File: src/rtl/step_staircase_gen.sv
// step_staircase_gen: turns a 4-bit stair count into a repeating staircase DAC
// code of N = min(steps,10) equal levels. Each level is held TICKS_PER_STEP
// cycles. The current stair index is also shown as a one-hot LED vector.
// Optional macro STEP_TRIANGLE_MODE_EN makes the staircase run up then down
// (0..N-1..1) instead of the default sawtooth.
// Ports:
//   clk, rst_n     clock, asynchronous active-low reset
//   steps[3:0]     requested stair count (11..15 are treated as 10)
//   enable         level-sensitive run request
//   level[DAC_WIDTH-1:0]  registered staircase code, (step_idx+1)*STEP
//   step_idx[3:0]  registered stair index, 0..N-1
//   led[9:0]       registered one-hot of step_idx, 0 when idle
//   wrap           registered one-cycle pulse when the staircase restarts at 0
module step_staircase_gen #(
   parameter int unsigned TICKS_PER_STEP = 100000000,
   parameter int unsigned DAC_WIDTH      = 8
) (
   input  logic                 clk,
   input  logic                 rst_n,
   input  logic [3:0]           steps,
   input  logic                 enable,
   output logic [DAC_WIDTH-1:0] level,
   output logic [3:0]           step_idx,
   output logic [9:0]           led,
   output logic                 wrap
);

   localparam int unsigned TICK_W   = (TICKS_PER_STEP > 1) ? $clog2(TICKS_PER_STEP) : 1;
   localparam int unsigned PROD_W   = DAC_WIDTH + 4;
   localparam int unsigned MAX_CODE = (1 << DAC_WIDTH) - 1;
   localparam logic [TICK_W-1:0] TICK_LAST = TICK_W'(TICKS_PER_STEP - 1);

   typedef enum logic {IDLE, RUN} state_t;

   state_t               state, state_n;
   logic [TICK_W-1:0]    tick, tick_n;
   logic [3:0]           n_lat, n_n;
   logic [3:0]           idx_n;
   logic [DAC_WIDTH-1:0] level_n;
   logic [9:0]           led_n;
   logic                 wrap_n;
   logic                 boundary;
   logic [3:0]           steps_clamped;
`ifdef STEP_TRIANGLE_MODE_EN
   logic                 dir_down, dir_down_n;
`endif

   // Constant step-size table: floor(MAX_CODE / N)
   function automatic logic [DAC_WIDTH-1:0] step_for(input logic [3:0] n);
      case (n)
         4'd1:    return DAC_WIDTH'(MAX_CODE / 1);
         4'd2:    return DAC_WIDTH'(MAX_CODE / 2);
         4'd3:    return DAC_WIDTH'(MAX_CODE / 3);
         4'd4:    return DAC_WIDTH'(MAX_CODE / 4);
         4'd5:    return DAC_WIDTH'(MAX_CODE / 5);
         4'd6:    return DAC_WIDTH'(MAX_CODE / 6);
         4'd7:    return DAC_WIDTH'(MAX_CODE / 7);
         4'd8:    return DAC_WIDTH'(MAX_CODE / 8);
         4'd9:    return DAC_WIDTH'(MAX_CODE / 9);
         4'd10:   return DAC_WIDTH'(MAX_CODE / 10);
         default: return '0;
      endcase
   endfunction

   assign steps_clamped = (steps > 4'd10) ? 4'd10 : steps;

   // State and output registers
   always_ff @(posedge clk or negedge rst_n) begin
      if (!rst_n) begin
         state    <= IDLE;
         tick     <= '0;
         n_lat    <= '0;
         step_idx <= '0;
         level    <= '0;
         led      <= '0;
         wrap     <= 1'b0;
`ifdef STEP_TRIANGLE_MODE_EN
         dir_down <= 1'b0;
`endif
      end else begin
         state    <= state_n;
         tick     <= tick_n;
         n_lat    <= n_n;
         step_idx <= idx_n;
         level    <= level_n;
         led      <= led_n;
         wrap     <= wrap_n;
`ifdef STEP_TRIANGLE_MODE_EN
         dir_down <= dir_down_n;
`endif
      end
   end

   // Next-state, index sequencing and next output values
   always_comb begin
      state_n  = state;
      tick_n   = tick;
      n_n      = n_lat;
      idx_n    = step_idx;
      wrap_n   = 1'b0;
      boundary = 1'b0;
`ifdef STEP_TRIANGLE_MODE_EN
      dir_down_n = dir_down;
`endif

      case (state)
         IDLE: begin
            if (enable && (steps != 4'd0)) begin
               state_n = RUN;
               n_n     = steps_clamped;
               idx_n   = 4'd0;
               tick_n  = '0;
`ifdef STEP_TRIANGLE_MODE_EN
               dir_down_n = 1'b0;
`endif
            end
         end
         RUN: begin
            if (!enable) begin
               state_n = IDLE;
            end else if (tick != TICK_LAST) begin
               tick_n = tick + TICK_W'(1);
            end else begin
               tick_n = '0;
`ifdef STEP_TRIANGLE_MODE_EN
               // Turn at the top without repeating it; any move back into
               // index 0 is the restart point (covers N=1 and N=2 too).
               if (!dir_down) begin
                  if (step_idx < n_lat - 4'd1) begin
                     idx_n = step_idx + 4'd1;
                  end else if (n_lat >= 4'd3) begin
                     dir_down_n = 1'b1;
                     idx_n      = n_lat - 4'd2;
                  end else begin
                     boundary = 1'b1;
                  end
               end else begin
                  if (step_idx > 4'd1) idx_n = step_idx - 4'd1;
                  else                 boundary = 1'b1;
               end
`else
               if (step_idx < n_lat - 4'd1) idx_n = step_idx + 4'd1;
               else                         boundary = 1'b1;
`endif
               // steps is only resampled here so each period is glitch-free
               if (boundary) begin
                  if (steps == 4'd0) begin
                     state_n = IDLE;
                  end else begin
                     n_n    = steps_clamped;
                     idx_n  = 4'd0;
                     wrap_n = 1'b1;
`ifdef STEP_TRIANGLE_MODE_EN
                     dir_down_n = 1'b0;
`endif
                  end
               end
            end
         end
         default: state_n = IDLE;
      endcase

      if (state_n == IDLE) begin
         tick_n = '0;
         n_n    = 4'd0;
         idx_n  = 4'd0;
`ifdef STEP_TRIANGLE_MODE_EN
         dir_down_n = 1'b0;
`endif
      end

      // Product never exceeds MAX_CODE, so truncation is lossless
      level_n = (state_n == RUN)
              ? DAC_WIDTH'(PROD_W'(idx_n + 4'd1) * PROD_W'(step_for(n_n)))
              : '0;
      led_n   = (state_n == RUN) ? (10'd1 << idx_n) : 10'd0;
   end

endmodule

File: config.mk
export PLATFORM = sky130hd
export DESIGN_NAME = step_staircase_gen
export DESIGN_NICKNAME = d
export VERILOG_FILES = /design/src/rtl/step_staircase_gen.sv
export SDC_FILE = /design/constraint.sdc
export NUM_CORES = 1
export LEC_CHECK = 0
export ABC_AREA = 1
export BUFFER_PORTS_ARGS = -buffer_cell sky130_fd_sc_hd__clkbuf_2
export CORE_MARGIN = 3
export CORE_UTILIZATION = 35
export CTS_BUF_LIST = sky130_fd_sc_hd__clkbuf_8
export DETAILED_ROUTE_END_ITERATION = 8
export HOLD_SLACK_MARGIN = 0.08
export PLACE_DENSITY_LB_ADDON = 0.2
export SLEW_MARGIN = 10
export SYNTH_ARGS = -nofsm -noshare
export SYNTH_HDL_FRONTEND = slang
export SYNTH_SLANG_ARGS = --single-unit
File: constraint.sdc
create_clock -name clk -period 6.45 [get_ports clk]
set_input_delay 0.3225 -clock clk [delete_from_list [all_inputs] [get_ports clk]]
set_output_delay 0.3225 -clock clk [all_outputs]
set_load 0.005 [all_outputs]
==> results.cfg <==
[worst_setup_path]
crit_family = adder cells
slowest_delay_ns = 0.55
crit_buf_inv = 10
crit_arrival_ns = 6.23
cp_data_required_time_ns = 6.68
path_max_fanout = 6
rrSetupSlack_ns = 0.44
cp-end-kind = flip-flop
slowest_stage = fa_1
criticalPathCategory = flip-flop to flip-flop
critPathLaunchType = flip-flop

[run]
drv_cap = 0

[yosys]
synthTopCellsByCount = nand2_1, inv_1, nor2_1, dfrtp_1, ha_1
yosysWarnings = 0
synth_area_leaders = dfrtp_1, nand2_1, ha_1, inv_1, nor2_1
synth-seq-cells = 55
syn_nets = 548
yosysMostFrequentCell = nand2_1
ys_types = 36
synthArstFlopShare = 1.00
netlist_instances = 504
synth_top_area_cell = dfrtp_1
synth_top_area_frac = 0.349
avgSynthCellArea_sq_um = 7.83
ys.flop_type = dfrtp_1
synthesis.area_sq_um = 3950
synth-edff-count = 0
ys_seq_area_frac = 0.349

[clock_tree]
clock_sinks = 55
insertion_delay_ns = 0.32
cts-root-buf = clkbuf_8
tritoncts = yes
clkTransAtPathRegs_ns = 0.11
cts-buffers-inserted = 5
clockBufferDepth = 2
htreeDepth = 2

[layout]
drive_gt1_frac = 0.209
nets = 597
n_antenna_cell = 0
multiInputGateArea_sq_um = 2270
nFillCells = 1128
syn_to_final_growth_pct = 15.9
fin_util = 0.418
ff_latch_area_sq_um = 1380

[floorplanning]
chipWidth_um = 112
start_util = 0.361
core_sq_um = 10900
die_area_sq_um = 12600
ios = 30
dieHeight_um = 112
core.rowCount = 38

[pwr]
leakage_nw = 2.29
p_total_mw = 1.03
p_per_area_nw_per_um2 = 224
irDropWorstVdd_mv = 0.0855

[placed_design]
numPortBuffers = 29
dpl.hpwl_mm = 6.75
place.gp.congestion = 0.888

[hold_path]
hold_path_class = input port to async pin

[detailed_routing]
drc = 0
routedWlPerCell_um = 12.5
drt-initial-drc-count = 183
ant_nets = 0
routed_wl_mm = 8.70
vias = 3223
avgViaCountPerCell = 4.64
first_pass_iters = 4

[outcome]
status = finished clean

[timing]
final_max_slew_viol_count = 0
worstMarginPinSlew_ns = 0.729
setup_viol = 0
period_share = 0.932
fin_crit_ns = 6.01
hold_viol_final = 0
finClkSkew_ns = 0.0182
relSlewSlack = 0.514
max_freq_ghz = 0.166

[grt]
antenna_found_initial = 0
overflow = 0
grt_max_degree = 56
grt_pass1_vias = 3165
grt_pass1_wl_mm = 15.0
grt_util_all_layers = 0.143
-- layout make-up --
cell class	instances	share of cell area
flip-flops and latches	55	0.301
inverters	89	0.0744
well taps	140	0.0383
multi-input cells	356	0.497
clock buffers	5	0.0151
repair buffers	46	0.0597
clock inverters	3	0.0148
-- metrics by stage --
stage / instance area (sq um) / instances / setup WS, ns / hold WS [ns] / TNS [ns]
after floorplan: 3950 / 504 / 0.594 / 0.0269 / 0
after global placement: 4300 / 675 / 0.319 / 0.456 / 0
after detailed placement: 4300 / 675 / 0.118 / 0.452 / 0
after CTS: 4430 / 683 / 0.0986 / 0.164 / 0
after global routing: 4570 / 694 / -0.0170 / 0.201 / -0.0170
final: 4570 / 694 / 0.441 / 0.130 / 0
-- per-layer routing --
metal | vias up | wire length (um) | GRT usage | share of wire
met5 | - | 0 | 0 | 0
met3 | 4 | 372 | 0.0237 | 0.043
li1 | 1651 | - | - | -
met2 | 58 | 3840 | 0.219 | 0.44
met1 | 1510 | 4430 | 0.214 | 0.51
met4 | 0 | 61 | 0.0280 | 0.0070
-- state kept, by name, indices dropped and copies added (netlist names) --
signal and cells:
step_idx 4, wrap 1, level 8, n_lat 4, state 1, tick 27
led 10
-- placed cells by master, fill, tap and decap left out, types with 3 or more instances in the layout --
cell | synthesis | final
buf_4 | 0 | 17
clkbuf_8 | 0 | 5
o21ai_1 | 2 | 3
nand4_1 | 6 | 6
nor3_1 | 19 | 18
o21ai_0 | 9 | 8
nand3_4 | 3 | 3
nand2_1 | 99 | 96
nand3_2 | 3 | 4
fa_1 | 11 | 11
a21oi_1 | 9 | 8
nor2_2 | 9 | 9
nor2_1 | 75 | 73
dfrtp_1 | 55 | 55
nor3b_1 | 3 | 3
xor2_1 | 21 | 21
nand2_4 | 2 | 5
nand2_2 | 10 | 10
ha_1 | 26 | 26
clkbuf_2 | 0 | 29
inv_1 | 76 | 73
nor4_1 | 4 | 4
inv_2 | 10 | 13
nor2_4 | 6 | 8
nand3_1 | 25 | 24
xnor2_1 | 4 | 4
-- kinds of logic (layout without fill, tap and decap cells) --
kind of cell,count (synthesis),after routing,synth area share
and+or+nand+nor,266,266,0.324
buffers and inverters,93,143,0.0904
DFF,55,55,0.349
adders and majority gates,37,37,0.138
AOI/OAI and AO/OA,28,28,0.0431
xor gates and xnor gates,25,25,0.0555
-- worst paths after layout --
| check | startpoint | endpoint | cells after the start |
|---|---|---|---|
| max | n_lat[0] | level[7] | 40 |
| min | rst_n | tick[6] | 2 |
| max reg2reg | n_lat[0] | level[7] | 40 |
| min reg2reg | tick[0] | tick[0] | 1 |
| max in group asynchronous | rst_n | tick[18] | 2 |
| min in group clk | enable | wrap | 3 |
-- worst reg2reg max path, delay by kind of cell (launching register included) --
family | cells | cell delay (ns)
adders and majority gates | 7 | 2.67
and+or+nand+nor | 17 | 1.48
buffers and inverters | 10 | 0.63
AOI/OAI and AO/OA | 5 | 0.54
DFF | 1 | 0.37
xor gates and xnor gates | 1 | 0.19
-- report_power, final --
group	switching, mW	leakage [nW]	internal [mW]
combinational	0.230	1.47	0.134
clock	0.118	0.0644	0.155
sequential	0.0162	0.755	0.372
-- timing repair --
action                     4_1_cts  5_1_grt
gates resized for setup          0       18
hold buffers                     0        0
setup endpoints to repair        0        1
setup buffers                    0       11
No activity file was read; power rests on OpenSTA's default activity.
